===== src/rtl/signed_pow2_divider_seq.sv =====
// Iterative signed divide by 2^k with floor or truncate-toward-zero rounding, STEP bits per cycle.
// Optional remainder output enabled by defining SIGNED_POW2_DIVIDER_REMAINDER_EN.
module signed_pow2_divider_seq #(
  parameter int N    = 8,
  parameter int STEP = 1,
  parameter int SW   = $clog2(N) + 1
) (
  input  logic          clk,
  input  logic          rst_n,
  input  logic          in_valid,
  output logic          in_ready,
  input  logic [N-1:0]  in_data,
  input  logic [SW-1:0] in_shift,
  input  logic          in_mode,
  output logic          out_valid,
  input  logic          out_ready,
  output logic [N-1:0]  out_data
`ifdef SIGNED_POW2_DIVIDER_REMAINDER_EN
  ,
  output logic [N-1:0]  out_rem
`endif
);

  typedef enum logic [1:0] {IDLE, SHIFT, DONE} state_t;

  localparam logic [SW-1:0] N_SW    = SW'(N);
  localparam logic [SW-1:0] STEP_SW = SW'(STEP);

  state_t        state;
  logic [N-1:0]  acc;
  logic [SW-1:0] cnt;
  logic          mode;
  logic          sign;
  logic          sticky;

  logic [SW-1:0] in_k;
  logic [SW-1:0] k_step;
  logic [SW-1:0] cnt_next;
  logic [N-1:0]  acc_shift;
  logic [N-1:0]  lost_mask;
  logic [N-1:0]  acc_final;
  logic          sticky_next;
  logic          round_up;

  assign in_ready = (state == IDLE);

  // NOTE: every signal driven here is assigned unconditionally, so no latch can be inferred.
  always_comb begin
    in_k        = (in_shift > N_SW) ? N_SW : in_shift;
    k_step      = (cnt > STEP_SW) ? STEP_SW : cnt;
    acc_shift   = $signed(acc) >>> k_step;
    lost_mask   = ~({N{1'b1}} << k_step);
    sticky_next = sticky | (|(acc & lost_mask));
    cnt_next    = cnt - k_step;
    round_up    = mode && sign && sticky_next;
    acc_final   = round_up ? acc_shift + N'(1) : acc_shift;
  end

`ifdef SIGNED_POW2_DIVIDER_REMAINDER_EN
  logic [N-1:0]  data_q;
  logic [SW-1:0] k_q;
  logic [N-1:0]  rem_floor;
  logic [N-1:0]  rem_next;

  // Floor remainder is the low k bits; a rounded-up quotient removes one 2^k (which wraps to 0 at k=N).
  always_comb begin
    rem_floor = data_q & ~({N{1'b1}} << k_q);
    rem_next  = round_up ? rem_floor - (N'(1) << k_q) : rem_floor;
  end
`endif

  // NOTE: sequential state uses non-blocking assignments only, so all registers update together.
  always_ff @(posedge clk or negedge rst_n) begin
    if (!rst_n) begin
      state     <= IDLE;
      acc       <= '0;
      cnt       <= '0;
      mode      <= 1'b0;
      sign      <= 1'b0;
      sticky    <= 1'b0;
      out_valid <= 1'b0;
      out_data  <= '0;
`ifdef SIGNED_POW2_DIVIDER_REMAINDER_EN
      data_q    <= '0;
      k_q       <= '0;
      out_rem   <= '0;
`endif
    end else begin
      case (state)
        IDLE: begin
          if (in_valid) begin
            acc    <= in_data;
            cnt    <= in_k;
            mode   <= in_mode;
            sign   <= in_data[N-1];
            sticky <= 1'b0;
`ifdef SIGNED_POW2_DIVIDER_REMAINDER_EN
            data_q <= in_data;
            k_q    <= in_k;
`endif
            // A zero shift still spends one SHIFT cycle so the result is never same-edge.
            state  <= SHIFT;
          end
        end
        SHIFT: begin
          acc    <= acc_shift;
          cnt    <= cnt_next;
          sticky <= sticky_next;
          if (cnt_next == '0) begin
            out_data  <= acc_final;
            out_valid <= 1'b1;
`ifdef SIGNED_POW2_DIVIDER_REMAINDER_EN
            out_rem   <= rem_next;
`endif
            state     <= DONE;
          end
        end
        DONE: begin
          if (out_ready) begin
            out_valid <= 1'b0;
            state     <= IDLE;
          end
        end
        default: state <= IDLE;
      endcase
    end
  end

endmodule


===== config.mk =====
export PLATFORM = sky130hd
export DESIGN_NAME = signed_pow2_divider_seq
export DESIGN_NICKNAME = d
export VERILOG_FILES = /design/src/rtl/signed_pow2_divider_seq.sv
export SDC_FILE = /design/constraint.sdc
export NUM_CORES = 1
export LEC_CHECK = 0
export ABC_AREA = 1
export BUFFER_PORTS_ARGS = -buffer_cell sky130_fd_sc_hd__buf_2
export CORE_ASPECT_RATIO = 1.1
export CORE_MARGIN = 3
export CORE_UTILIZATION = 49
export DETAILED_ROUTE_END_ITERATION = 8
export PLACE_DENSITY_LB_ADDON = 0.2
export SLEW_MARGIN = 5
export SYNTH_ARGS = -nofsm -noshare
export SYNTH_HDL_FRONTEND = slang
export SYNTH_SLANG_ARGS = --single-unit

===== constraint.sdc =====
create_clock -name clk -period 1.8 [get_ports clk]
set_clock_uncertainty 0.1 [all_clocks]
set_input_delay 0.09 -clock clk [delete_from_list [all_inputs] [get_ports clk]]
set_output_delay 0.09 -clock clk [all_outputs]
set_load 0.05 [all_outputs]

# Word level (Yosys, flattened, before mapping)
# Cells that the tools add are included.
[word_totals] wordCells=50 register_bits=26 output_inout_bits=10 input_bits=17
[op_classes] eq_ne=5 n_bitwise=3 n_reduce_logical=12 addsub=2 muxes=16 shift=2 n_lt_le_gt_ge=2
[ops] op="$mux W8" n=2
[ops] op="$pmux W8 S2" n=1
[ops] op="$mux W4" n=3
[ops] op="$add A8 B1 Y8 const B" n=1
[ops] op="$and A8 B8 Y8" n=1
[ops] op="$not A8 Y8" n=1
[ops] op="$pmux W4 S2" n=1
[ops] op="$reduce_or A8 Y1" n=1
[ops] op="$shl A8 B4 Y8 const A" n=1
[ops] op="$sshr A8 B4 Y8" n=1
[ops] op="$mux W2" n=3
[ops] op="$ne A2 B2 Y1 const B" n=3
[ops] op="$pmux W2 S3" n=1
[ops] op="$reduce_and A2 Y1" n=3
[ops] op="$reduce_and A3 Y1" n=2
[ops] op="$gt A4 B1 Y1 const B" n=1
[ops] op="$gt A4 B4 Y1 const B" n=1
[ops] op="$logic_not A4 Y1" n=1
[ops] op="$pmux W1 S2" n=2
[ops] op="$reduce_bool A2 Y1" n=2
[ops] op="$sub A4 B4 Y4" n=1
[ops] op="$mux W1" n=3
[ops] op="$eq A2 B1 Y1 const B" n=1
[ops] op="$eq A2 B2 Y1 const B" n=1
[ops] op="other kinds (3)" n=4

# Logic depth before layout (Yosys ltp)
[logic_depth] depth_word=9 depth_mapped=12

# Worst setup path before layout
# OpenSTA, ideal clock, no wires.
[synth_timing] path_kind="register -> register" startpoint="reg state[1]" endpoint="reg cnt[2]" stages_incl_launch_ff=8 period_less_slack_ns=2.120 path_slack_ns=-0.320 arrival_time_ns=1.899 required_time_ns=1.579 cell_sequence="dfrtp_1 nor2_1 nand2_1 inv_1 nor2_2 inv_1 nand2_1 a22o_1"
[synth_between] elab_chain_len=3
[synth_lines] item="start: declaration" line="29" rtl="state_t state;"
[synth_lines] item="start signal: assignment" line="75" rtl="state <= IDLE;"
[synth_lines] item="start signal: assignment" line="102" rtl="state <= SHIFT;"
[synth_lines] item="start signal: assignment" line="115" rtl="state <= DONE;"
[synth_lines] item="$logic_not A2 Y1 (*)"
[synth_lines] item="via in_ready" line="11" rtl="output logic in_ready,"
[synth_lines] item="$ne A2 B2 Y1 (no line) or $reduce_bool A2 Y1 (tied branches)"
[synth_lines] item="$reduce_and A2 Y1 (no line)"
[synth_lines] item="end signal: assignment" line="93" rtl="cnt <= in_k;"
[synth_lines] item="end signal: assignment" line="107" rtl="cnt <= cnt_next;"
[synth_lines] item="end: declaration" line="31" rtl="logic [SW-1:0] cnt;"
# The timed path passes the listed nets; every way through them passes the cells marked *.
# A chain may end at the register's enable or synchronous reset.

# Worst setup path after layout
[layout_timing] startpoint="reg cnt[2]" endpoint="reg out_data[4]"
[layout_between] elab_chain_len=9
[layout_lines] item="branches (longest 9 deep; another with $add A8 B1 Y8)"
[layout_lines] item="end signal: assignment" line="110" rtl="out_data <= acc_final;"
[layout_lines] item="end: declaration" line="17" rtl="output logic [N-1:0] out_data"
# Several ways; the timed one is not identified.

==> results by group <==
Detailed routing
  – Met1 wire length: around 1.5 mm
  – DR DRC count: 0
  – WL per Instance: about 13 microns
  – Vias: 1427
  – Router iterations before antenna repair: 4
  – DRT iter0 DRCs: between 50 and 60
  – Antenna Nets Post-Route: 0
  – DR top layer: met4
  – Met2 WL: ~1.8 mm
  – Routed wire length: about 3.5 mm
  – Via density: slightly above 5
  – Met3 WL: 165 microns

Final layout
  – Nets: approximately 270
  – Commonest cells after routing, fill and taps aside: 66 x nand2_1, 26 x dfrtp_1, 26 x buf_2, 22 x inv_1, 16 x buf_4
  – Diodes inserted: 0
  – Layout cells sized above 1: 0.278
  – Syn-to-layout area delta: 37.2%
  – Commonest non-fill, non-tap cell in the layout: nand2_1

Pwr
  – Static Leak: roughly 1.0 nW
  – P per Cell Area: between 1500 and 2000 nW/um^2
  – Worst VDD drop: between 1 and 1.5 mV

Synthesis
  – Ys Warns: 0
  – Flops & latches, synth: 26
  – Mapped Cells: 188
  – Syn Std Cell Area: between 1000 and 1500 sq um
  – Syn Nets: around 210
  – Sequential share of the synthesized area: 0.451
  – Mapped Avg Cell Area: around 7.7 sq um
  – Synth cell types: 27

STA
  – Final hold vios: 0
  – Slew margin rel.: 0.614
  – Fin worst setup slack: 0.0185 ns
  – Fmax: approximately 560 MHz
  – Fin crit period: around 1.8 ns
  – Fin crit share: 0.990
  – Worst-Margin Slew: between 0.5 and 0.6 ns
  – Fin Setup TNS: 0 ns
  – RSZ-0062 raised after global routing: true
  – # setup viols final: 0
  – Final Max Slew Viols: 0

Die
  – Die Footprint: 3630 sq um
  – Chip height: ~63 microns
  – Row cnt: 20
  – Io pins: 27
  – Effective utilization at floorplan: 0.519
  – Chip width: 57.7 microns
  – Core area: roughly 2800 sq um

Setup path
  – Required @ worst endpoint: 1.92 ns
  – Startpoint Class: register
  – Crit Path Max Fanout: 6
  – CP delay by family, top: simple AND/OR/NAND/NOR gates
  – Worst EP arrival: roughly 1.9 ns
  – Critical Path End Type: register
  – Worst R2R Start: cnt[2]
  – Reg2Reg Depth: 10
  – Slowest cell delay on critical path: ~0.42 ns
  – Kind of critical path: reg2reg
  – Reg2reg end: out_data[4]
  – CP Cell Sequence: buf_6 -> nor2_4 -> nand2_4 -> buf_6 -> o21ai_4 -> nand2_2 -> o21ai_1 -> nand2_1 -> nand2_1 -> nand2_1
  – Worst reg-to-reg setup slack: 0.02 ns
  – Worst path most repeated cell: nand2_1
  – CP max stage cell: dfrtp_1
  – Buf/Inv on CP: 2

Hold path
  – WHS Endpoint: state[0]
  – HP Start: in_valid
  – Hold Path Class: in2reg
  – Hold Path Depth: 4

Placement
  – Routability Congestion: between 0.8 and 0.9
  – Detail Placement HPWL: ~2.6 mm
  – Buffers on Ports: 26
  – Placement Setup Slack: -0.0917 ns

Clocking
  – H-tree Lvls: 1
  – Worst-skew pair later-pin latency: about 0.32 ns
  – Clock root cell: clkbuf_4
  – Number of buffers inserted during clock tree synthesis: 3
  – Clock transition at path regs: about 0.14 ns
  – CTS Sinks: 26
  – CTS tree: yes
  – CTS Buffer Depth: 2

Global routing
  – Largest net degree at the start of global routing: 27
  – Initial antenna violation count: 0
  – Gr ovfl total: 0
  – Vias in the first global route: around 1300
  – First-pass GRT wire length: 5.79 mm
  – GRT Resource Usage Total: 0.199

Run
  – Maximum Capacitance Violations: 0

Run status
  – Status: complete, no violations
metal layers:
layer,track usage,vias up
li1,-,721
met1,0.261,656
met2,0.342,46
met3,0.0310,4
met4,0.0406,0
met5,0,-
cells in the mapped netlist (all sizes together):
cell type	instances	area [sq um]
nand2	72	283
dfrtp	26	651
inv	24	90.1
nand3	15	80.1
nor2	13	75.1
o21ai	13	80.1
o211ai	6	45.0
a21oi	3	15.0
clkbuf	3	11.3
a211oi	2	15.0
ha	2	25.0
o221ai	2	17.5
a22o	1	8.76
a22oi	1	7.51
buf	1	11.3
nor3	1	5.00
o22ai	1	6.26
o31ai	1	7.51
xor2	1	8.76
report_power, final:
part           switching [W]  leakage, nW  internal (W)
clock               0.000169       0.0138     0.0000784
combinational        0.00160        0.701      0.000910
sequential          0.000193        0.320      0.000864
repair_timing:
item | CTS | global route
pin swaps | 2 | 12
hold buffers | 14 | 0
setup buffers | 0 | 2
endpoints found under the setup margin | 8 | 9
gates resized for setup | 6 | 15
endpoints found under the hold margin | 40 | 0
through the flow:
step                      total power, W  area (sq um)  hold WS, ns  std cells   util
after detailed placement         0.00329          1720       0.0208        259  0.619
after floorplan                  0.00259          1450       -0.306        188      -
final                            0.00382          1980       0.0449        278  0.713
after global placement           0.00320          1720       0.0195        259  0.619
after global routing             0.00414          1980       0.0546        278  0.713
after CTS                        0.00362          1910       0.0415        276  0.688
sequential cells by signal, indices dropped and copies added (netlist names):
signal / count
acc: 8
out_data: 8
cnt: 4
state: 2
mode: 1
out_valid: 1
sign: 1
sticky: 1
kinds of logic after synthesis:
| logic type | count (synthesis) | synth area share |
|---|---|---|
| adder cells (fa/ha/maj) | 2 | 0.0173 |
| buffers and inverters | 28 | 0.0781 |
| AO/OA/AOI/OAI | 30 | 0.141 |
| flip-flops | 26 | 0.451 |
| XOR/XNOR | 1 | 0.00607 |
| AND/OR/NAND/NOR | 101 | 0.307 |
how the worst max path moves through the flow:
stage           start     endpoint  slack (ns)  depth (start not counted)
2_1_floorplan  cnt[2]  out_data[0]        0.04                         10
6_report       cnt[2]  out_data[4]        0.02                         10
4_1_cts        cnt[2]  out_data[2]      -0.002                          9
3_3_place_gp   cnt[2]  out_data[6]       -0.02                         10
3_5_place_dp   cnt[2]  out_data[6]       -0.09                         10
5_1_grt        cnt[1]  out_data[1]       -0.17                         10
tightest hold or removal path, cell delays in order:
cell and delay (ns):
buf_2 0.07, nand2_1 0.05, buf_4 0.15, o21ai_0 0.06
area by class of cell:
type / count / area, sq um
Clock buffer: 3 / 22.5
Inverter: 24 / 90.1
Fill cell: 212 / 798
Sequential cell: 26 / 651
Tap cell: 33 / 41.3
Multi-Input combinational cell: 134 / 762
Timing Repair Buffer: 58 / 413
Power figures use the tool's default switching activity.
